File: src/rtl/pmod_frame_display.sv
// rtl/pmod_frame_display.sv - PMOD serial frame receiver with double-dabble BCD seven-segment driver
module pmod_frame_display #(
    parameter int DATA_W     = 8,
    parameter int NUM_DIGITS = 2,
    parameter int PARITY_EN  = 1,
    parameter int MSB_FIRST  = 1
) (
    input  logic                    i_Clk,
    input  logic                    i_Rst,
    input  logic                    i_Ser_Clk,
    input  logic                    i_Ser_Data,
    input  logic                    i_Ser_Frame,
    output logic [7*NUM_DIGITS-1:0] o_Segment,
    output logic                    o_Valid,
    output logic [1:0]              o_Err,
    output logic                    o_Busy
);

    function automatic int calc_bcd_digits(input int w);
        int v;
        int d;
        v = (1 << w) - 1;
        d = 1;
        while (v >= 10) begin
            v = v / 10;
            d++;
        end
        return d;
    endfunction

    localparam int FRAME_W    = DATA_W + PARITY_EN;
    localparam int CNT_W      = $clog2(FRAME_W + 2);
    localparam int DD_W       = $clog2(DATA_W);
    localparam int BCD_DIGITS = calc_bcd_digits(DATA_W);
    localparam int BCD_W      = 4 * BCD_DIGITS;

    localparam logic [CNT_W-1:0] CNT_FULL = CNT_W'(FRAME_W);
    localparam logic [CNT_W-1:0] CNT_SAT  = CNT_W'(FRAME_W + 1);
    localparam logic [DD_W-1:0]  DD_LAST  = DD_W'(DATA_W - 1);
    localparam logic [6:0]       SEG_DASH = 7'b0111111;
    localparam logic [7*NUM_DIGITS-1:0] SEG_ZEROS = {NUM_DIGITS{7'b1000000}};

    typedef enum logic [1:0] {IDLE, RECV, CONV, LOAD} state_t;

    state_t state, state_next;

    logic clk_s1, clk_s2, clk_h;
    logic data_s1, data_s2, data_h;
    logic frame_s1, frame_s2, frame_h;
    logic ser_rise, frame_rise, frame_fall;

    logic [FRAME_W-1:0] sr, sr_next;
    logic [CNT_W-1:0]   cnt, cnt_next;
    logic [DATA_W-1:0]  payload, pay_sh;
    logic               len_bad, parity_bad;
    logic [BCD_W-1:0]   bcd;
    logic [DD_W-1:0]    dd_cnt;
    logic               ovr;
    logic [4*NUM_DIGITS-1:0] bcd_ext;
    logic [7*NUM_DIGITS-1:0] seg_load;
    logic               in_range;

    function automatic logic [BCD_W-1:0] dd_step(input logic [BCD_W-1:0] b, input logic bit_in);
        logic [BCD_W-1:0] a;
        a = b;
        for (int k = 0; k < BCD_DIGITS; k++) begin
            if (a[4*k +: 4] >= 4'd5)
                a[4*k +: 4] = a[4*k +: 4] + 4'd3;
        end
        return {a[BCD_W-2:0], bit_in};
    endfunction

    function automatic logic [6:0] seg_of(input logic [3:0] d);
        case (d)
            4'd0:    return 7'b1000000;
            4'd1:    return 7'b1111001;
            4'd2:    return 7'b0100100;
            4'd3:    return 7'b0110000;
            4'd4:    return 7'b0011001;
            4'd5:    return 7'b0010010;
            4'd6:    return 7'b0000010;
            4'd7:    return 7'b1111000;
            4'd8:    return 7'b0000000;
            4'd9:    return 7'b0010000;
            default: return 7'b1111111;
        endcase
    endfunction

    // Frame history resets high so a frame already active at reset release never looks like a new start.
    always_ff @(posedge i_Clk) begin
        if (i_Rst) begin
            clk_s1   <= 1'b0;
            clk_s2   <= 1'b0;
            clk_h    <= 1'b0;
            data_s1  <= 1'b0;
            data_s2  <= 1'b0;
            data_h   <= 1'b0;
            frame_s1 <= 1'b1;
            frame_s2 <= 1'b1;
            frame_h  <= 1'b1;
        end else begin
            clk_s1   <= i_Ser_Clk;
            clk_s2   <= clk_s1;
            clk_h    <= clk_s2;
            data_s1  <= i_Ser_Data;
            data_s2  <= data_s1;
            data_h   <= data_s2;
            frame_s1 <= i_Ser_Frame;
            frame_s2 <= frame_s1;
            frame_h  <= frame_s2;
        end
    end

    assign ser_rise   = clk_s2 & ~clk_h;
    assign frame_rise = frame_s2 & ~frame_h;
    assign frame_fall = ~frame_s2 & frame_h;

    // A bit arriving with the frame fall is folded in before the length and parity checks.
    always_comb begin
        sr_next  = sr;
        cnt_next = cnt;
        if (ser_rise) begin
            sr_next = {sr[FRAME_W-2:0], data_h};
            if (cnt != CNT_SAT)
                cnt_next = cnt + CNT_W'(1);
        end
        payload = '0;
        for (int i = 0; i < DATA_W; i++)
            payload[i] = (MSB_FIRST != 0) ? sr_next[PARITY_EN + i] : sr_next[FRAME_W - 1 - i];
        len_bad    = (cnt_next != CNT_FULL);
        parity_bad = (PARITY_EN != 0) && (^sr_next);
    end

    always_comb begin
        bcd_ext = '0;
        for (int i = 0; i < 4*NUM_DIGITS && i < BCD_W; i++)
            bcd_ext[i] = bcd[i];
        in_range = ((bcd >> (4*NUM_DIGITS)) == '0);
        seg_load = '0;
        for (int k = 0; k < NUM_DIGITS; k++)
            seg_load[7*k +: 7] = in_range ? seg_of(bcd_ext[4*k +: 4]) : SEG_DASH;
    end

    always_ff @(posedge i_Clk) begin
        if (i_Rst)
            state <= IDLE;
        else
            state <= state_next;
    end

    always_comb begin
        state_next = state;
        case (state)
            IDLE: if (frame_rise) state_next = RECV;
            RECV: if (frame_fall) state_next = (len_bad || parity_bad) ? IDLE : CONV;
            CONV: if (dd_cnt == DD_LAST) state_next = LOAD;
            LOAD: state_next = IDLE;
            default: state_next = IDLE;
        endcase
    end

    always_ff @(posedge i_Clk) begin
        if (i_Rst) begin
            sr        <= '0;
            cnt       <= '0;
            pay_sh    <= '0;
            bcd       <= '0;
            dd_cnt    <= '0;
            ovr       <= 1'b0;
            o_Segment <= SEG_ZEROS;
            o_Valid   <= 1'b0;
            o_Err     <= 2'b00;
        end else begin
            o_Valid <= 1'b0;
            case (state)
                IDLE: begin
                    if (frame_rise) begin
                        sr  <= '0;
                        cnt <= '0;
                    end
                end
                RECV: begin
                    sr  <= sr_next;
                    cnt <= cnt_next;
                    if (frame_fall) begin
                        if (len_bad)
                            o_Err <= 2'b01;
                        else if (parity_bad)
                            o_Err <= 2'b10;
                        else begin
                            pay_sh <= payload;
                            bcd    <= '0;
                            dd_cnt <= '0;
                            ovr    <= 1'b0;
                        end
                    end
                end
                CONV: begin
                    bcd    <= dd_step(bcd, pay_sh[DATA_W-1]);
                    pay_sh <= {pay_sh[DATA_W-2:0], 1'b0};
                    dd_cnt <= dd_cnt + DD_W'(1);
                    if (frame_rise) begin
                        o_Err <= 2'b11;
                        ovr   <= 1'b1;
                    end
                end
                LOAD: begin
                    o_Segment <= seg_load;
                    o_Valid   <= 1'b1;
                    // An overrun seen during conversion must survive the clear on load.
                    o_Err     <= (ovr || frame_rise) ? 2'b11 : 2'b00;
                end
                default: ;
            endcase
        end
    end

    assign o_Busy = (state == RECV) || (state == CONV);

endmodule

File: config.mk
export PLATFORM = sky130hd
export DESIGN_NAME = pmod_frame_display
export DESIGN_NICKNAME = d
export VERILOG_FILES = /design/src/rtl/pmod_frame_display.sv
export SDC_FILE = /design/constraint.sdc
export NUM_CORES = 1
export LEC_CHECK = 0
export BUFFER_PORTS_ARGS = -buffer_cell sky130_fd_sc_hd__buf_2
export CAP_MARGIN = 20
export CORE_MARGIN = 3
export CORE_UTILIZATION = 38
export CTS_BUF_LIST = sky130_fd_sc_hd__clkbuf_8
export CTS_CLUSTER_SIZE = 20
export DETAILED_ROUTE_END_ITERATION = 12
export GPL_ROUTABILITY_DRIVEN = 0
export SYNTH_ARGS = -nofsm -noshare
export SYNTH_HDL_FRONTEND = slang
export SYNTH_SLANG_ARGS = --single-unit
File: constraint.sdc
create_clock -name i_Clk -period 3.3 [get_ports i_Clk]
set_clock_uncertainty 0.15 [all_clocks]
set_input_delay 0.495 -clock i_Clk [delete_from_list [all_inputs] [get_ports i_Clk]]
set_output_delay 0.495 -clock i_Clk [all_outputs]
set_load 0.01 [all_outputs]
==> results of run 1 <==
## critical path, stage by stage, from the launching register on
cell     delay [ns]
dfxtp_2        0.38
inv_1          0.05
ha_1           0.20
and3b_1        0.19
or3_1          0.35
a21oi_2        0.23
nand4_4        0.13
nand2_4        0.15
and3_1         0.18
a21oi_1        0.06
or2_2          0.33
ha_1           0.31
inv_1          0.04
a21oi_1        0.12
nor2_1         0.05
## cells by family (layout without fill, tap and decap cells)
family	after synthesis	in the layout
xor+xnor	14	14
mux	10	10
flops	79	79
fa+ha+maj	26	26
buf+inv	51	73
simple gates	182	182
compound gates	107	107
## stage by stage
step | area, sq um | setup slack, ns
final | 4500 | 0.221
after detailed placement | 4270 | 0.157
after CTS | 4490 | 0.0993
after global routing | 4500 | 0.0180
after global placement | 4270 | 0.247
after floorplan | 4030 | 0.0569
## cells in the final DEF, fill, tap and decap left out, types with 3 or more instances in the layout
cell and n:
a21o_1 4, a21oi_1 37, a21oi_2 3, a22oi_1 15
a311oi_1 3, and2_1 3, buf_2 22, buf_4 12
clkbuf_8 9, dfxtp_1 78, ha_1 26, inv_1 23
mux2i_1 8, nand2_1 54, nand2b_1 9, nand3_1 8
nor2_1 52, nor2b_1 16, nor3_1 16, nor3b_1 4
o21ai_0 15, o221a_2 12, or2_2 4, xnor2_1 10
xor2_1 3
## where the power goes
group,switching (uW),internal [uW],leakage (uW)
logic,75.7,37.8,0.00110
clock network,376,428,0.000114
registers,8.36,965,0.000639
## final cells by class
| cell class | instances | area, sq um | share of cell area [%] |
|---|---|---|---|
| well taps | 133 | 166 | 3.70 |
| multi-input cells | 339 | 2240 | 49.8 |
| clock inverters | 7 | 96.3 | 2.14 |
| inverters | 23 | 86.3 | 1.92 |
| clock buffers | 9 | 124 | 2.75 |
| flip-flops and latches | 79 | 1580 | 35.2 |
| repair buffers | 34 | 200 | 4.45 |
## what timing repair did
| action | in CTS | in global routing |
|---|---|---|
| buffers inserted | 0 | 0 |
| resized for setup | 0 | 4 |
| setup endpoints to repair | 0 | 7 |
## routing by layer
layer  vias to the layer above  part of all wire [%]  GRT usage, %
met3                        15                   3.7          3.61
li1                       1647                     -             -
met4                         0                   2.2          7.03
met2                        50                    45          24.3
met5                         -                     0             0
met1                      1505                    49          19.8
## how the worst max path moves through the flow
stage	from	end	slack, ns	depth (start not counted)
2_1_floorplan	cnt[0]$_SDFFE_PP0P_	flop	0.06	14
3_3_place_gp	cnt[0]$_SDFFE_PP0P_	flop	0.25	13
3_5_place_dp	cnt[0]$_SDFFE_PP0P_	flop	0.16	14
4_1_cts	cnt[0]$_SDFFE_PP0P_	flop	0.1	14
5_1_grt	cnt[0]$_SDFFE_PP0P_	flop	0.02	14
6_report	cnt[0]$_SDFFE_PP0P_	flop	0.22	14
==> impl_metrics.env, run 1 <==
export IMPL_synthDistinctLibCells=57
export IMPL_r2r_start="cnt[0]$_SDFFE_PP0P_"
export IMPL_grt_max_degree=44
export IMPL_grt_pass1_wl_um=14300
export IMPL_holdPathEnd="frame_s1$_SDFF_PP1_"
export IMPL_nFillCells=990
export IMPL_stdcell_count=624
export IMPL_cts_hold_buf=0
export IMPL_wire_per_inst_um=13.3
export IMPL_yosysMostFrequentCell="dfxtp_1"
export IMPL_seq_area_frac_synth_pct=39.2
export IMPL_hold_viol_final=0
export IMPL_num_vias=3217
export IMPL_p_per_area_nw_per_um2=420
export IMPL_cts_made_buffers=9
export IMPL_post_route_util_pct=44.8
export IMPL_fp_row_count=36
export IMPL_synth_area_mux_share_pct=2.61
export IMPL_status="finished clean"
export IMPL_synthesis_area_sq_um=4030
export IMPL_synthCells=469
export IMPL_grt_use_total_pct=15.3
export IMPL_clk_pin_slew_ns=0.08
export IMPL_fp_dieArea_sq_um=11900
export IMPL_maxSlewViolCount=0
export IMPL_fin_crit_sh_pct=93.3
export IMPL_antenna_found_initial=0
export IMPL_synth_edf_count=0
export IMPL_n_antenna_cell=0
export IMPL_crit_type="reg -> reg"
export IMPL_grt_pass1_vias=3093
export IMPL_synth_avg_cell_area_sq_um=8.60
export IMPL_cts_tree="done"
export IMPL_firstDrtPassIters=5
export IMPL_ys_warn_count=0
export IMPL_drive_above_1_share_pct=16.9
export IMPL_ys_ff_latch=79
export IMPL_drc=0
export IMPL_io_buffers=22
export IMPL_cp_max_fo=11
export IMPL_cts_buffer_depth=2
export IMPL_hold_depth=2
export IMPL_synth_xor_area_share_pct=3.41
export IMPL_start_util_pct=40.1
export IMPL_fin_hold_ws_ns=0.162
export IMPL_dpl_hpwl_um=5760
export IMPL_num_io_pins=23
export IMPL_htreeDepth=3
export IMPL_max_freq_mhz=325
export IMPL_finalSetupViolations=0
export IMPL_worstPathArrival_ns=3.16
export IMPL_ir_drop_mv=0.232
export IMPL_drv_cap=0
export IMPL_hold_start="i_Ser_Frame"
export IMPL_overflow=0
export IMPL_power_total_uw=1890
export IMPL_p_leak_uw=0.00185
export IMPL_hold_path_class="in -> reg"
export IMPL_worstMarginPinSlew_ns=1.02
export IMPL_die_x_um=109
export IMPL_final_setup_tns_ns=0
export IMPL_clkSinkCount=79
export IMPL_cts_root_buf="clkbuf_8"
export IMPL_cp_data_required_time_ns=3.38
export IMPL_syn_nets=500
export IMPL_synth_top_area_share_pct=39.2
export IMPL_synth_simple_area_share_pct=21.8
export IMPL_area_growth_syn_to_layout_pct=11.6
export IMPL_nets=517
export IMPL_synth_fa_ha_area_share_pct=8.07
export IMPL_synth_top_family_by_area="simple AND/OR/NAND/NOR gates"
export IMPL_netlist_top_cells_count="dfxtp_1 (79), nand2_1 (54), nor2_1 (52), a21oi_1 (37), ha_1 (26)"
export IMPL_ys_flop_type="dfxtp_1"
export IMPL_coreArea_sq_um=10000
export IMPL_placed_cells=608
export IMPL_synth_compound_area_share_pct=19.5
export IMPL_yosys_top_cells_area="dfxtp_1 (39%), ha_1 (8.1%), nand2_1 (5.0%)"
export IMPL_viasPerCell=5.16
export IMPL_grt_setup_unrepaired="no"
export IMPL_die_h_um=109
export IMPL_synth_largest_area_cell="dfxtp_1"
export IMPL_max_slew_margin_pct=30.0
export IMPL_crit_path_end_kind="flop"
export IMPL_start_kind="flop"
export IMPL_clock_latency_ns=0.36
export IMPL_drt_iter0_drc=203
export IMPL_r2r_cells=14
export IMPL_wirelength_um=8290
export IMPL_min_period_ns=3.08
export IMPL_async_reset_ff_share_pct=0
export IMPL_r2r_setup_slack_ns=0.22
export IMPL_ant_nets=0
Power figures use the tool's default switching activity.
==> run 2, diff against run 1 <==
Settings changed: BUFFER_PORTS_ARGS -buffer_cell sky130_fd_sc_hd__buf_2 to default, DONT_BUFFER_PORTS from default to 1.
==> impl_metrics.env, run 2 (synthesized netlist as in run 1, its figures left out) <==
export IMPL_ant_nets=0
export IMPL_cp_max_fo=11
export IMPL_start_kind="flop"
export IMPL_die_x_um=109
export IMPL_coreArea_sq_um=10000
export IMPL_place_area_sq_um=4160
export IMPL_firstDrtPassIters=4
export IMPL_clkSinkCount=79
export IMPL_design_area_sq_um=4430
export IMPL_finalSetupViolations=0
export IMPL_wirelength_um=8000
export IMPL_drive_above_1_share_pct=12.6
export IMPL_num_vias=3083
export IMPL_drt_iter0_drc=259
export IMPL_wire_per_inst_um=13.3
export IMPL_r2r_start="cnt[0]$_SDFFE_PP0P_"
export IMPL_max_slew_margin_pct=42.1
export IMPL_cts_root_buf="clkbuf_8"
export IMPL_status="finished clean"
export IMPL_overflow=0
export IMPL_multi_input_area_sq_um=2240
export IMPL_final_setup_tns_ns=0
export IMPL_htreeDepth=3
export IMPL_fp_row_count=36
export IMPL_r2r_cells=14
export IMPL_worstPathArrival_ns=3.23
export IMPL_final_cell_mix="dfxtp_1 (79), nand2_1 (54), nor2_1 (52)"
export IMPL_grt_pass1_wl_um=13800
export IMPL_dpl_hpwl_um=5540
export IMPL_drc=0
export IMPL_grt_pass1_vias=3003
export IMPL_r2r_setup_slack_ns=0.20
export IMPL_grt_max_degree=60
export IMPL_worstMarginPinSlew_ns=0.868
export IMPL_clock_latency_ns=0.36
export IMPL_grt_use_total_pct=14.7
export IMPL_antenna_found_initial=0
export IMPL_cts_made_buffers=9
export IMPL_nets=496
export IMPL_area_growth_syn_to_layout_pct=9.96
export IMPL_nFillCells=979
export IMPL_max_freq_mhz=323
export IMPL_start_util_pct=40.1
export IMPL_crit_start="cnt[0]$_SDFFE_PP0P_"
export IMPL_num_io_pins=23
export IMPL_regArea_sq_um=1580
export IMPL_hold_viol_final=0
export IMPL_layout_commonest_cell="dfxtp_1"
export IMPL_drv_cap=0
export IMPL_clk_pin_slew_ns=0.08
export IMPL_post_cts_setup_buffers=0
export IMPL_cp_data_required_time_ns=3.43
export IMPL_io_buffers=0
export IMPL_p_per_area_nw_per_um2=450
export IMPL_grt_setup_unrepaired="no"
export IMPL_viasPerCell=5.11
export IMPL_min_period_ns=3.10
export IMPL_cts_tree="done"
export IMPL_hold_path_class="in -> reg"
export IMPL_maxSlewViolCount=0
export IMPL_crit_type="reg -> reg"
export IMPL_ir_drop_mv=0.174
export IMPL_fin_crit_sh_pct=93.9
export IMPL_post_route_util_pct=44.1
export IMPL_die_h_um=109
export IMPL_fp_dieArea_sq_um=11900
export IMPL_cts_buffer_depth=2
export IMPL_crit_path_end_kind="flop"
export IMPL_n_antenna_cell=0
export IMPL_p_leak_uw=0.00177
run 2: how the worst min path moves through the flow:
stage / depth (start not counted) / slack (ns) / to / from
after CTS: 1 / 0.03 / o_Valid$_SDFF_PP0_ / i_Rst
final: 1 / 0.06 / o_Valid$_SDFF_PP0_ / i_Rst
after detailed placement: 1 / 0.26 / frame_s2$_SDFF_PP1_ / frame_s1$_SDFF_PP1_
after global routing: 1 / 0.03 / pay_sh[5]$_SDFFE_PP0N_ / i_Rst
after global placement: 1 / 0.25 / frame_s2$_SDFF_PP1_ / frame_s1$_SDFF_PP1_
after floorplan: 1 / 0.24 / frame_s2$_SDFF_PP1_ / frame_s1$_SDFF_PP1_
run 2: area by class of cell:
class	instances	share of cell area, %
Clock buffer	9	2.79
Clock inverter	7	3.08
Inverter	23	1.95
Multi-Input combinational cell	339	50.6
Sequential cell	79	35.7
Tap cell	133	3.75
Timing Repair Buffer	13	2.20
run 2: layer usage:
layer  wire [um]  vias up  global-route usage [%]
met2        3680       41                    23.4
met5           0        -                       0
li1            -     1606                       -
met3         221       12                    3.97
met4         140        0                    6.58
met1        3960     1424                    18.7
run 2: worst max-delay path, stage by stage, from the launching register on:
cell     delay, ns
dfxtp_1       0.41
inv_1         0.07
ha_1          0.21
and3b_1       0.19
or3_1         0.34
a21oi_2       0.23
nand4_4       0.13
nand2_4       0.16
and3_1        0.19
a21oi_1       0.06
nor2_1        0.18
ha_1          0.22
inv_1         0.06
a221o_1       0.32
mux2i_1       0.12
run 2: through the flow:
step | std cells | total power (uW) | worst slack [ns] | hold slack, ns
6_report | 603 | 2000 | 0.201 | 0.0643
3_3_place_gp | 586 | 1090 | 0.261 | 0.247
3_5_place_dp | 586 | 1090 | 0.150 | 0.255
4_1_cts | 602 | 2020 | 0.127 | 0.0329
2_1_floorplan | 469 | 1080 | 0.0569 | 0.239
5_1_grt | 603 | 2080 | 0.00306 | 0.0288
run 2: where the power goes:
group          switching, uW  total [uW]  internal [uW]
clock                    353         929            576
sequential              11.7         976            965
combinational           58.8        91.0           32.2
total                    424        2000           1570
run 2: repair_timing:
action	CTS	global route
endpoints found under the setup margin	0	3
hold buffers	0	0
gates resized for setup	0	3
